--- config.mk ---
export PLATFORM = sky130hd
export DESIGN_NAME = regfile_wb_arbiter
export DESIGN_NICKNAME = d
export VERILOG_FILES = /design/src/rtl/regfile_pkg.sv /design/src/rtl/rr_arbiter.sv /design/src/rtl/regfile_wb_arbiter.sv
export SDC_FILE = /design/constraint.sdc
export NUM_CORES = 1
export LEC_CHECK = 0
export ABC_CLOCK_PERIOD_IN_PS = 3300
export BUFFER_PORTS_ARGS = -buffer_cell sky130_fd_sc_hd__buf_2
export CAP_MARGIN = 20
export CORE_MARGIN = 2
export CORE_UTILIZATION = 45
export CTS_CLUSTER_DIAMETER = 60
export CTS_CLUSTER_SIZE = 20
export DETAILED_ROUTE_END_ITERATION = 7
export PLACE_DENSITY = 0.8
export RECOVER_POWER = 25
export SYNTH_ARGS = -nofsm -noshare
export SYNTH_HDL_FRONTEND = slang
export SYNTH_SLANG_ARGS = --single-unit
--- constraint.sdc ---
create_clock -name clk -period 3.3 [get_ports clk]
set_input_delay 0.495 -clock clk [delete_from_list [all_inputs] [get_ports clk]]
set_output_delay 0.495 -clock clk [all_outputs]
set_load 0.02 [all_outputs]
--- src/rtl/regfile_pkg.sv ---
// regfile_pkg: shared register-file widths, the hard-wired zero register and the writeback request type.
package regfile_pkg;
    localparam int DATA_W = 32;
    localparam int ADDR_W = 5;
    localparam logic [4:0] REG_ZERO = 5'd0;
    typedef struct packed {
        logic [ADDR_W-1:0] addr;
        logic [DATA_W-1:0] data;
    } wb_req_t;
endpackage

--- src/rtl/rr_arbiter.sv ---
// rr_arbiter: N-way round-robin grant; the search starts at ptr and the pointer moves just past each winner.
module rr_arbiter #(
    parameter int N = 3,
    localparam int PW = $clog2(N)
) (
    input  logic          clk,
    input  logic          reset,
    input  logic [N-1:0]  req,
    output logic [N-1:0]  gnt,
    output logic [PW-1:0] gnt_idx,
    output logic          gnt_vld
);
    logic [PW-1:0] ptr;
    int j;
    // Walk offsets from farthest to nearest so the nearest requester from ptr wins.
    always_comb begin
        gnt = '0;
        gnt_idx = '0;
        j = 0;
        for (int i = N - 1; i >= 0; i--) begin
            j = (int'(ptr) + i) % N;
            if (req[j] && reset) begin
                gnt = '0;
                gnt[j] = 1'b1;
                gnt_idx = PW'(j);
            end
        end
    end
    assign gnt_vld = |gnt;
    always_ff @(posedge clk or negedge reset) begin
        if (!reset) ptr <= '0;
        else if (gnt_vld) ptr <= (gnt_idx == PW'(N - 1)) ? '0 : gnt_idx + 1'b1;
    end
endmodule

--- src/rtl/regfile_wb_arbiter.sv ---
// regfile_wb_arbiter: round-robin share of the regfile write port with a one-entry registered write stage.
// Define WB_BYPASS_EN to add combinational read forwarding from the staged (not yet committed) write.
module regfile_wb_arbiter #(
    parameter int NUM_REQ = 3,
    parameter int DATA_W  = regfile_pkg::DATA_W,
    parameter int ADDR_W  = regfile_pkg::ADDR_W
) (
    input  logic                      clk,
    input  logic                      reset,
    input  logic [NUM_REQ-1:0]        req_in,
    input  logic [NUM_REQ*ADDR_W-1:0] addr_in,
    input  logic [NUM_REQ*DATA_W-1:0] data_in,
    output logic [NUM_REQ-1:0]        ack_out,
    output logic                      wr_en_out,
    output logic [ADDR_W-1:0]         wr_reg_out,
    output logic [DATA_W-1:0]         wr_data_out,
    output logic                      busy_out
`ifdef WB_BYPASS_EN
    ,
    input  logic [ADDR_W-1:0]         rd1_reg_in,
    input  logic [ADDR_W-1:0]         rd2_reg_in,
    input  logic [DATA_W-1:0]         rf_data1_in,
    input  logic [DATA_W-1:0]         rf_data2_in,
    output logic [DATA_W-1:0]         fwd_data1_out,
    output logic [DATA_W-1:0]         fwd_data2_out
`endif
);
    import regfile_pkg::*;
    localparam int PW = $clog2(NUM_REQ);
    if (NUM_REQ < 2 || NUM_REQ > 8) begin : g_num_req_check
        $error("regfile_wb_arbiter: NUM_REQ must be within 2..8");
    end
    logic [PW-1:0]     gnt_idx;
    logic              gnt_vld;
    logic [ADDR_W-1:0] g_addr;
    logic [DATA_W-1:0] g_data;
    rr_arbiter #(.N(NUM_REQ)) u_arb (
        .clk     (clk),
        .reset   (reset),
        .req     (req_in),
        .gnt     (ack_out),
        .gnt_idx (gnt_idx),
        .gnt_vld (gnt_vld)
    );
    assign g_addr = addr_in[int'(gnt_idx)*ADDR_W +: ADDR_W];
    assign g_data = data_in[int'(gnt_idx)*DATA_W +: DATA_W];
    // Writes to register 0 are still acked and staged, but never enabled.
    always_ff @(posedge clk or negedge reset) begin
        if (!reset) begin
            wr_en_out   <= 1'b0;
            wr_reg_out  <= '0;
            wr_data_out <= '0;
        end else begin
            wr_en_out <= gnt_vld && (g_addr != ADDR_W'(REG_ZERO));
            if (gnt_vld) begin
                wr_reg_out  <= g_addr;
                wr_data_out <= g_data;
            end
        end
    end
    assign busy_out = (|req_in) || wr_en_out;
`ifdef WB_BYPASS_EN
    assign fwd_data1_out = (wr_en_out && rd1_reg_in == wr_reg_out) ? wr_data_out : rf_data1_in;
    assign fwd_data2_out = (wr_en_out && rd2_reg_in == wr_reg_out) ? wr_data_out : rf_data2_in;
`endif
endmodule

==> reports/qor.yml, run 1 <==
run_status:
  status: "complete, but fails checks"
  violations: "capacitance limit, slew limit"
route:
  finalWirelength_um: 7160
  drc: 0
  first_iter_violations: 182
  vias: 2438
  dr.pass1.iters: 4
  vias_per_cell: 5.32
  ant_nets: 0
  wl_per_cell_um: 15.6
sta:
  max_slew_margin_pct: -47.8
  finalClockSkew_ns: 0.0103
  worst_slack_ns: 0.336
  max_slew.worst_pin.slew_ns: 2.22
  final.setup.tns_ns: 0
  setup_violations: 0
  finalMaxSlewViolations: 41
  period_minus_slack_ns: 2.96
  rsz0062_at_grt: "false"
  max_freq_mhz: 337
  period_share_pct: 89.8
  hold_violations: 0
yosys:
  synth_area_mm2: 0.00297
  yosys-mux-area-fraction_pct: 49.6
  async_flop_share_pct: 100
  synth_xor_area_share_pct: 0
  synthTopCellsByCount: "mux2_2 (67), mux2_4 (41), dfrtp_1 (40)"
  syn_inst: 225
  synth_top_family_by_area: "multiplexers"
  yosysSeqAreaShare_pct: 33.7
  synth_compound_area_share_pct: 5.40
  post-synth-top-area-fraction_pct: 33.7
  synthAdderAreaFrac_pct: 1.69
  synth_nets: 345
  synth-seq-cells: 40
  ys_types: 37
  synth_ff_type: "dfrtp_1"
  yosys.area_share.simple_pct: 4.64
  post_synth.cell_area_avg_um2: 13.2
  yosysTopAreaCell: "dfrtp_1"
  synthTopCellsByArea: "dfrtp_1 (34%), mux2_2 (25%), mux2_4 (21%)"
  synth_edf_count: 0
  synth_most_common_cell: "mux2_2"
  ys_warn_count: 0
min_path:
  hp-class: "register to register"
critical_path:
  cp_max_fo: 11
  cp_data_required_time_ns: 2.80
  end_kind: "primary output"
  start_kind: "register"
  arrival_ns: 2.47
  crit_type: "register to primary output"
die:
  die_w_um: 85.2
  dieArea_mm2: 0.00726
  start_util_pct: 46.7
  die_y_um: 85.2
  io_pins: 158
  rows: 29
  core_mm2: 0.00635
power_and_ir_drop:
  p_switching_mw: 1.37
  p_int_mw: 1.99
  power.density_mw_per_mm2: 868
  seq_power_share_pct: 25.9
  combPwrFrac_pct: 64.4
  clkPwrFrac_pct: 9.7
  power.leakage_nw: 1.96
  swShare_pct: 40.8
  worst_ir_drop_vdd_mv: 0.537
global_route:
  antenna_found_initial: 0
  first_global_vias: 2485
  grt_overflow: 0
  grt_start_max_net_pins: 41
  grtUsageTotal_pct: 19.1
  grt_pass1_wl_um: 11200
clock_network:
  cts-resized-gates: 0
  clk_path_buf_depth: 2
  clock_sinks: 40
  cts_tree: "built"
  cts_root_buffer: "clkbuf_8"
  post_cts_buffers: 0
  htreeDepth: 2
  clkTransAtPathRegs_ns: 0.08
  clock_latency_ns: 0.30
  postCtsHoldBufs: 0
  cts_made_buffers: 5
placed_design:
  dp_hpwl_um: 5520
  dp_slack_ns: 0.420
  io_buffers: 157
  gp_congestion: 0.722
layout:
  nets: 500
  seq_area_mm2: 0.00100
  drive_gt1_share_pct: 74.0
  syn_to_final_growth_pct: 30.5
  multi_input_area_mm2: 0.00182
  antenna_cells: 0
  n_fill_cell: 526
run:
  max_cap_viol_count: 1
[metal layers]
| metal | vias to the layer above | global-route usage [%] | routed length, µm |
|---|---|---|---|
| li1 | 1145 | - | - |
| met5 | - | 0 | 0 |
| met3 | 7 | 5.45 | 718 |
| met1 | 1153 | 21.7 | 2750 |
| met2 | 133 | 35.5 | 3630 |
| met4 | 0 | 4.18 | 55 |
[flip-flops by register name, summed over array words and instances, names as in the netlist]
register	cells
wr_data_out	32
wr_en_out	1
wr_reg_out	5
u_arb.ptr	2
[cell type report]
cell class                 count  share of cell area (%)
inverter                       6                   0.582
multi-input combinational    163                    47.0
clock buffer                   5                    1.78
clock inverter                 3                   0.485
sequential                    40                    25.9
tap                           77                    2.49
timing repair buffer         164                    21.8
[power groups by stage]
stage	clock network (mW)	registers [mW]	logic (mW)
floorplan	0	1.18	1.37
global placement	0	0.869	2.13
detailed placement	0	0.880	2.18
CTS	0.335	0.872	2.18
global route	0.358	0.899	2.32
finish	0.327	0.870	2.16
[path summary, 6_finish.rpt]
kind / start / to / slack, ns / cells past startpoint
max in group asynchronous: reset / wr_reg_out[4] / 0.79 / 2
worst max-delay path: u_arb.ptr[1] / ack_out[1] / 0.34 / 7
worst min-delay path: wr_data_out[6] / wr_data_out[6] / 0.50 / 1
worst min register to register: wr_data_out[6] / wr_data_out[6] / 0.50 / 1
worst max register to register: u_arb.ptr[0] / wr_data_out[11] / 0.39 / 9
min in group asynchronous: reset / wr_data_out[13] / 1.25 / 2
[metrics by stage]
stage                     hold slack [ns]  power [mW]  cell area (µm²)  util, %  std cells
after CTS                           0.427        3.39             3880     61.0        458
final                               0.501        3.36             3870     61.0        458
after global placement              0.482        3.00             3790     59.7        450
after detailed placement            0.489        3.06             3790     59.7        450
after global routing                0.518        3.58             3870     61.0        458
after floorplan                     0.199        2.55             2970        -        225
[critical path, cell delays in order (launching register included)]
cell,delay (ns)
dfrtp_1,0.40
inv_1,0.10
ha_1,0.37
mux2i_1,0.31
a2bb2oi_2,0.29
o21ai_0,0.11
a31oi_1,0.35
buf_2,0.25
[cells in the final DEF, fill, tap and decap left out, types with 3 or more instances in the layout]
| master | synthesis | routed |
|---|---|---|
| buf_2 | 7 | 156 |
| buf_4 | 3 | 5 |
| clkbuf_8 | 0 | 5 |
| dfrtp_1 | 40 | 40 |
| ha_1 | 4 | 4 |
| inv_1 | 6 | 6 |
| mux2_2 | 67 | 67 |
| mux2_4 | 41 | 41 |
| mux2i_1 | 10 | 10 |
| nand2_1 | 3 | 3 |
| o21ai_0 | 4 | 4 |
[kinds of logic after synthesis]
| group | count (synthesis) |
|---|---|
| mux | 118 |
| flops | 40 |
| buf+inv | 22 |
| simple gates | 21 |
| compound gates | 20 |
| fa+ha+maj | 4 |
(Power assumes the default switching activity.)
==> run 2: changes to the inputs <==
RECOVER_POWER = 100   (was 25)
TNS_END_PERCENT = 30   (was unset)
==> run 2 against run 1 <==
Net effect: largest cell class unchanged; combinational power down 4%; global-route usage unchanged; sequential power grew 0.9%; register-to-register slack got worse by 0.07 ns; count of clock-buffer cells in the layout stayed put; the run still ends with capacitance limit, slew limit left; largest power group unchanged; sequential share of layout area is 0.42 points higher; worst hold slack improved by 0.0044 ns; highest routed layer unchanged; worst setup slack got worse by 0.017 ns; clock skew rose by 0.00055 ns; die area unchanged.
==> reports/qor.yml, run 2 (synthesized netlist as in run 1, its figures left out) <==
sta:
  max_slew_margin_pct: -46.9  # +0.94 points
  period_share_pct: 90.3  # +0.52 points
  finalMaxSlewViolations: 41  # unchanged
  worst_slack_ns: 0.319  # -0.0172 ns
  max_slew.worst_pin.slew_ns: 2.20  # -0.0141 ns
  setup_violations: 0  # unchanged
  finalClockSkew_ns: 0.0109  # +0.000547 ns
  hold_violations: 0  # unchanged
  final.setup.tns_ns: 0  # unchanged
  max_freq_mhz: 335  # -0.58%
  rsz0062_at_grt: "false"
  period_minus_slack_ns: 2.98  # +0.0172 ns
clock_network:
  cts_root_buffer: "clkbuf_8"
  postCtsHoldBufs: 0  # unchanged
  cts_tree: "built"
  cts_made_buffers: 5  # unchanged
  cts-resized-gates: 0  # unchanged
  clock_sinks: 40  # unchanged
  clkTransAtPathRegs_ns: 0.09  # about the same
  clock_latency_ns: 0.30  # about the same
  clk_path_buf_depth: 2  # unchanged
  htreeDepth: 2  # unchanged
  post_cts_buffers: 0  # unchanged
route:
  dr.max_layer_used: "met4"
  wl_met1_um: 2780  # +1.2%
  met2_length_um: 3600  # -0.83%
  finalWirelength_um: 7170  # about the same
  dr.pass1.iters: 4  # unchanged
  first_iter_violations: 129  # -29%
  wl_per_cell_um: 15.6  # about the same
  vias_per_cell: 5.29  # -0.70%
  vias: 2421  # -0.70%
  route.met3.wl_um: 721  # +0.42%
  ant_nets: 0  # unchanged
  drc: 0  # unchanged
min_path:
  worst_hold_startpoint: "wr_data_out[6]"
  hold_path_end: "wr_data_out[6]"
  hold_depth: 1  # unchanged
  hp-class: "register to register"
power_and_ir_drop:
  p_int_mw: 1.91  # -4.1%
  power.leakage_nw: 1.84  # -6.0%
  worst_ir_drop_vdd_mv: 0.507  # -5.5%
  p_switching_mw: 1.37  # -0.14%
  seq_power_share_pct: 26.8  # +0.9 points
  power.density_mw_per_mm2: 860  # -0.88%
  swShare_pct: 41.8  # +0.98 points
  clkPwrFrac_pct: 10.0  # +0.3 points
  combPwrFrac_pct: 63.2  # -1.2 points
  fin_total_pwr_mw: 3.28  # -2.5%
critical_path:
  cp_data_required_time_ns: 3.49  # +0.69 ns
  reg2reg_from: "u_arb.ptr[1]"
  cp_max_fo: 22  # +11
  crit_type: "register to register"
  r2r_slack_ns: 0.32  # -0.07 ns
  r2r_cells: 9  # unchanged
  r2r-end: "wr_data_out[30]"
  start_kind: "register"
  arrival_ns: 3.17  # +0.70 ns
  end_kind: "register"
run_status:
  violations: "capacitance limit, slew limit"
  status: "complete, but fails checks"
layout:
  drive_gt1_share_pct: 62.7  # -11 points
  multi_input_area_mm2: 0.00181  # -0.62%
  antenna_cells: 0  # unchanged
  nets: 500  # unchanged
  largest_register_ffs: 32  # unchanged
  final_common_cell: "buf_2"
  seq_area_mm2: 0.00100  # unchanged
  reg_top3: "wr_data_out: 32 flops, wr_reg_out: 5 flops, u_arb.ptr: 2 flops"
  layout_common_cells: "buf_2 (115), mux2_2 (66), clkbuf_1 (43), mux2_4 (41), dfrtp_1 (40)"
  top_register: "wr_data_out"
  post-route-cell-area_mm2: 0.00381  # -1.6%
  n_fill_cell: 552  # +4.9%
  syn_to_final_growth_pct: 28.4
placed_design:
  dp_hpwl_um: 5520  # unchanged
  io_buffers: 157  # unchanged
  gp_congestion: 0.722  # unchanged
  dp_slack_ns: 0.420  # unchanged
  place_area_mm2: 0.00379  # unchanged
global_route:
  grt_pass1_wl_um: 11200  # unchanged
  grt_start_max_net_pins: 41  # unchanged
  first_global_vias: 2485  # unchanged
  grt_overflow: 0  # unchanged
  grtUsageTotal_pct: 19.1  # unchanged
  antenna_found_initial: 0  # unchanged
die:
  dieArea_mm2: 0.00726  # unchanged
  rows: 29  # unchanged
  start_util_pct: 46.7  # unchanged
  die_y_um: 85.2  # unchanged
  io_pins: 158  # unchanged
  core_mm2: 0.00635  # unchanged
  die_w_um: 85.2  # unchanged
run:
  max_cap_viol_count: 1  # unchanged
-- run 2: cell count changes in the layout (fill, tap and decap cells not counted), sizes merged --
cell	previous run	this run
buf	162	121
clkbuf	7	48
-- run 2: critical path, cell delays in order, from the launching register on --
cell	delay, ns
dfrtp_1	0.40
inv_1	0.10
ha_1	0.37
mux2i_1	0.27
o21ai_0	0.15
a32o_1	0.30
mux2_1	0.32
nor3_1	0.23
buf_4	0.34
mux2_2	0.38
-- run 2: power groups by stage --
stage	clock [mW]	sequential, mW	combinational, mW
finish	0.326	0.878	2.07
CTS	0.335	0.872	2.18
global placement	0	0.869	2.13
floorplan	0	1.18	1.37
detailed placement	0	0.880	2.18
global route	0.358	0.907	2.23
-- run 2: how the worst max path moves through the flow --
stage / start / to / cells after the start / slack (ns)
after floorplan: u_arb.ptr[0] / wr_data_out[13] / 10 / 0.72
after global placement: u_arb.ptr[0] / wr_data_out[21] / 9 / 0.48
after detailed placement: u_arb.ptr[0] / wr_data_out[11] / 9 / 0.42
after CTS: u_arb.ptr[1] / ack_out[1] / 7 / 0.35
after global routing: u_arb.ptr[1] / wr_data_out[3] / 9 / 0.09
final: u_arb.ptr[1] / wr_data_out[30] / 9 / 0.32
-- run 2: metal layers --
layer / GRT usage, % / vias to the layer above
met5: 0 / -
met4: 4.18 / 0
met3: 5.45 / 7
met2: 35.5 / 127
met1: 21.7 / 1144
li1: - / 1143
-- run 2: through the flow --
stage | hold WS, ns | instances | util, %
final | 0.506 | 458 | 60.0
after global routing | 0.523 | 458 | 60.0
after CTS | 0.427 | 458 | 61.0
after detailed placement | 0.489 | 450 | 59.7
after global placement | 0.482 | 450 | 59.7
after floorplan | 0.199 | 225 | -
-- run 2: layout make-up --
type / instances / share of cell area (%)
flip-flops and latches: 40 / 26.3
clock buffers: 5 / 1.81
inverters: 6 / 0.591
repair buffers: 164 / 20.9
well taps: 77 / 2.53
clock inverters: 3 / 0.493
multi-input cells: 163 / 47.4
==> run 3: changes to the inputs <==
CORE_MARGIN = unset   (was 2)
==> run 3 against run 2 <==
Net effect: the run still ends with capacitance limit, slew limit left; clock power increased by 4%; highest routed layer unchanged; fmax fell by 0.17%; sequential cell count stayed put; routed wire length down 5.1%; first-iteration DRC count is 68% lower; worst hold slack worse by 0.0023 ns; utilization is 0.35 points lower; largest cell class unchanged; largest power group unchanged.
==> reports/qor.yml, run 3 (synthesized netlist as in run 1, its figures left out) <==
run_status:
  status: "complete, but fails checks"
  violations: "capacitance limit, slew limit"
power_and_ir_drop:
  seq_power_share_pct: 26.9  # about the same
  combPwrFrac_pct: 62.7  # -0.5 points
  clkPwrFrac_pct: 10.4  # +0.4 points
  worst_ir_drop_vdd_mv: 0.502  # -1.1%
  power.density_mw_per_mm2: 863  # +0.35%
  swShare_pct: 41.3  # -0.53 points
  p_int_mw: 1.92  # +0.66%
  power.leakage_nw: 1.82  # -1.3%
  p_switching_mw: 1.35  # -1.5%
sta:
  max_slew.worst_pin.slew_ns: 1.55  # -0.650 ns
  period_minus_slack_ns: 2.99  # +0.00513 ns
  hold_violations: 0  # unchanged
  max_slew_margin_pct: -3.52  # +43 points
  max_freq_mhz: 335  # -0.17%
  final.setup.tns_ns: 0  # unchanged
  setup_violations: 0  # unchanged
  period_share_pct: 90.5  # +0.16 points
  rsz0062_at_grt: "false"
  finalClockSkew_ns: 0.0107  # -0.000193 ns
  finalMaxSlewViolations: 30  # -27%
route:
  dr.pass1.iters: 4  # unchanged
  vias: 2390  # -1.3%
  drc: 0  # unchanged
  ant_nets: 0  # unchanged
  vias_per_cell: 5.22  # -1.3%
  first_iter_violations: 41  # -68%
  wl_per_cell_um: 14.8  # -5.1%
  finalWirelength_um: 6800  # -5.1%
placed_design:
  place_area_mm2: 0.00379  # unchanged
  dp_hpwl_um: 5180  # -6.2%
  gp_congestion: 0.877  # +21%
  io_buffers: 157  # unchanged
clock_network:
  htreeDepth: 2  # unchanged
  cts_root_buffer: "clkbuf_8"
  post_cts_buffers: 0  # unchanged
  clock_latency_ns: 0.29  # about the same
  clock_sinks: 40  # unchanged
  clkTransAtPathRegs_ns: 0.08  # about the same
  cts-resized-gates: 0  # unchanged
  cts_made_buffers: 5  # unchanged
  postCtsHoldBufs: 0  # unchanged
  clk_path_buf_depth: 2  # unchanged
  cts_tree: "built"
layout:
  post-route-cell-area_mm2: 0.00379  # -0.59%
  nets: 500  # unchanged
  largest_register_ffs: 32  # unchanged
  antenna_cells: 0  # unchanged
  reg_top3: "wr_data_out: 32 flops, wr_reg_out: 5 flops, u_arb.ptr: 2 flops"
  syn_to_final_growth_pct: 27.6
  drive_gt1_share_pct: 60.9  # -1.8 points
  top_register: "wr_data_out"
  n_fill_cell: 570  # +3.3%
  layout_common_cells: "buf_2 (115), mux2_2 (67), clkbuf_1 (45), dfrtp_1 (40), mux2_4 (36)"
  final_common_cell: "buf_2"
die:
  start_util_pct: 46.7  # unchanged
  dieArea_mm2: 0.00692  # -4.6%
  rows: 29  # unchanged
  core_mm2: 0.00635  # unchanged
  die_y_um: 83.2  # -2.3%
  io_pins: 158  # unchanged
  die_w_um: 83.2  # -2.3%
min_path:
  hold_depth: 1  # unchanged
  hp-class: "register to register"
global_route:
  grtUsageTotal_pct: 20.0  # +0.86 points
  grt_pass1_wl_um: 11400  # +1.0%
  grt_overflow: 0  # unchanged
  grt_start_max_net_pins: 41  # unchanged
  antenna_found_initial: 0  # unchanged
  first_global_vias: 2513  # +1.1%
critical_path:
  crit_buf_inv: 2  # unchanged
  path_depth: 9  # unchanged
  max_stage_delay_ns: 0.40  # about the same
  crit_type: "register to register"
  arrival_ns: 3.16  # about the same
  start_kind: "register"
  cp_max_fo: 40  # +82%
  r2r_cells: 9  # unchanged
  cp_common_cell: "mux2_2"
  critPathTopFamily: "multiplexers"
  critPathSlowestCell: "dfrtp_1"
  path_cells: "inv_1, ha_1, mux2i_1, o21ai_0, a32o_1, mux2_2, nor3_1, buf_12, mux2_2"
  cp_data_required_time_ns: 3.48  # about the same
  end_kind: "register"
run:
  max_cap_viol_count: 1  # unchanged
[run 3: area by class of cell]
type,instances,area (µm²),area share [%]
Multi-Input combinational cell,163,1780,47.1
Clock buffer,7,86.3,2.28
Sequential cell,40,1000,26.4
Timing Repair Buffer,164,791,20.9
Tap cell,77,96.3,2.54
Clock inverter,1,7.51,0.198
Inverter,6,22.5,0.595
[run 3: final timing paths]
path                                   endpoint  slack (ns)             from
max in group asynchronous       wr_data_out[20]        1.58            reset
worst min-delay path            wr_data_out[16]        0.50  wr_data_out[16]
worst max register to register  wr_data_out[26]        0.31     u_arb.ptr[1]
min in group asynchronous       wr_data_out[14]        0.54            reset
worst max-delay path            wr_data_out[26]        0.31     u_arb.ptr[1]
worst min register to register  wr_data_out[16]        0.50  wr_data_out[16]
[run 3: per-layer routing]
metal / GRT usage (%) / routed length [µm] / share of wire [%]
met4: 5.02 / 67 / 0.99
met2: 36.4 / 3370 / 50
met3: 4.47 / 457 / 6.7
met1: 23.7 / 2900 / 43
met5: 0 / 0 / 0
[run 3: per-stage QoR]
stage | worst slack, ns | utilization, % | cells | hold slack [ns] | power, mW
CTS | 0.409 | 61.1 | 458 | 0.224 | 3.41
detailed placement | 0.422 | 59.7 | 450 | 0.487 | 3.06
global placement | 0.481 | 59.7 | 450 | 0.482 | 3.00
global route | 0.171 | 59.6 | 458 | 0.521 | 3.49
floorplan | 0.720 | - | 225 | 0.199 | 2.55
finish | 0.313 | 59.6 | 458 | 0.503 | 3.27
[run 3: power by group through the flow]
stage / sequential (mW) / clock [mW] / combinational [mW]
floorplan: 1.18 / 0 / 1.37
global placement: 0.870 / 0 / 2.13
detailed placement: 0.882 / 0 / 2.18
CTS: 0.873 / 0.354 / 2.18
global route: 0.918 / 0.375 / 2.20
finish: 0.880 / 0.339 / 2.05
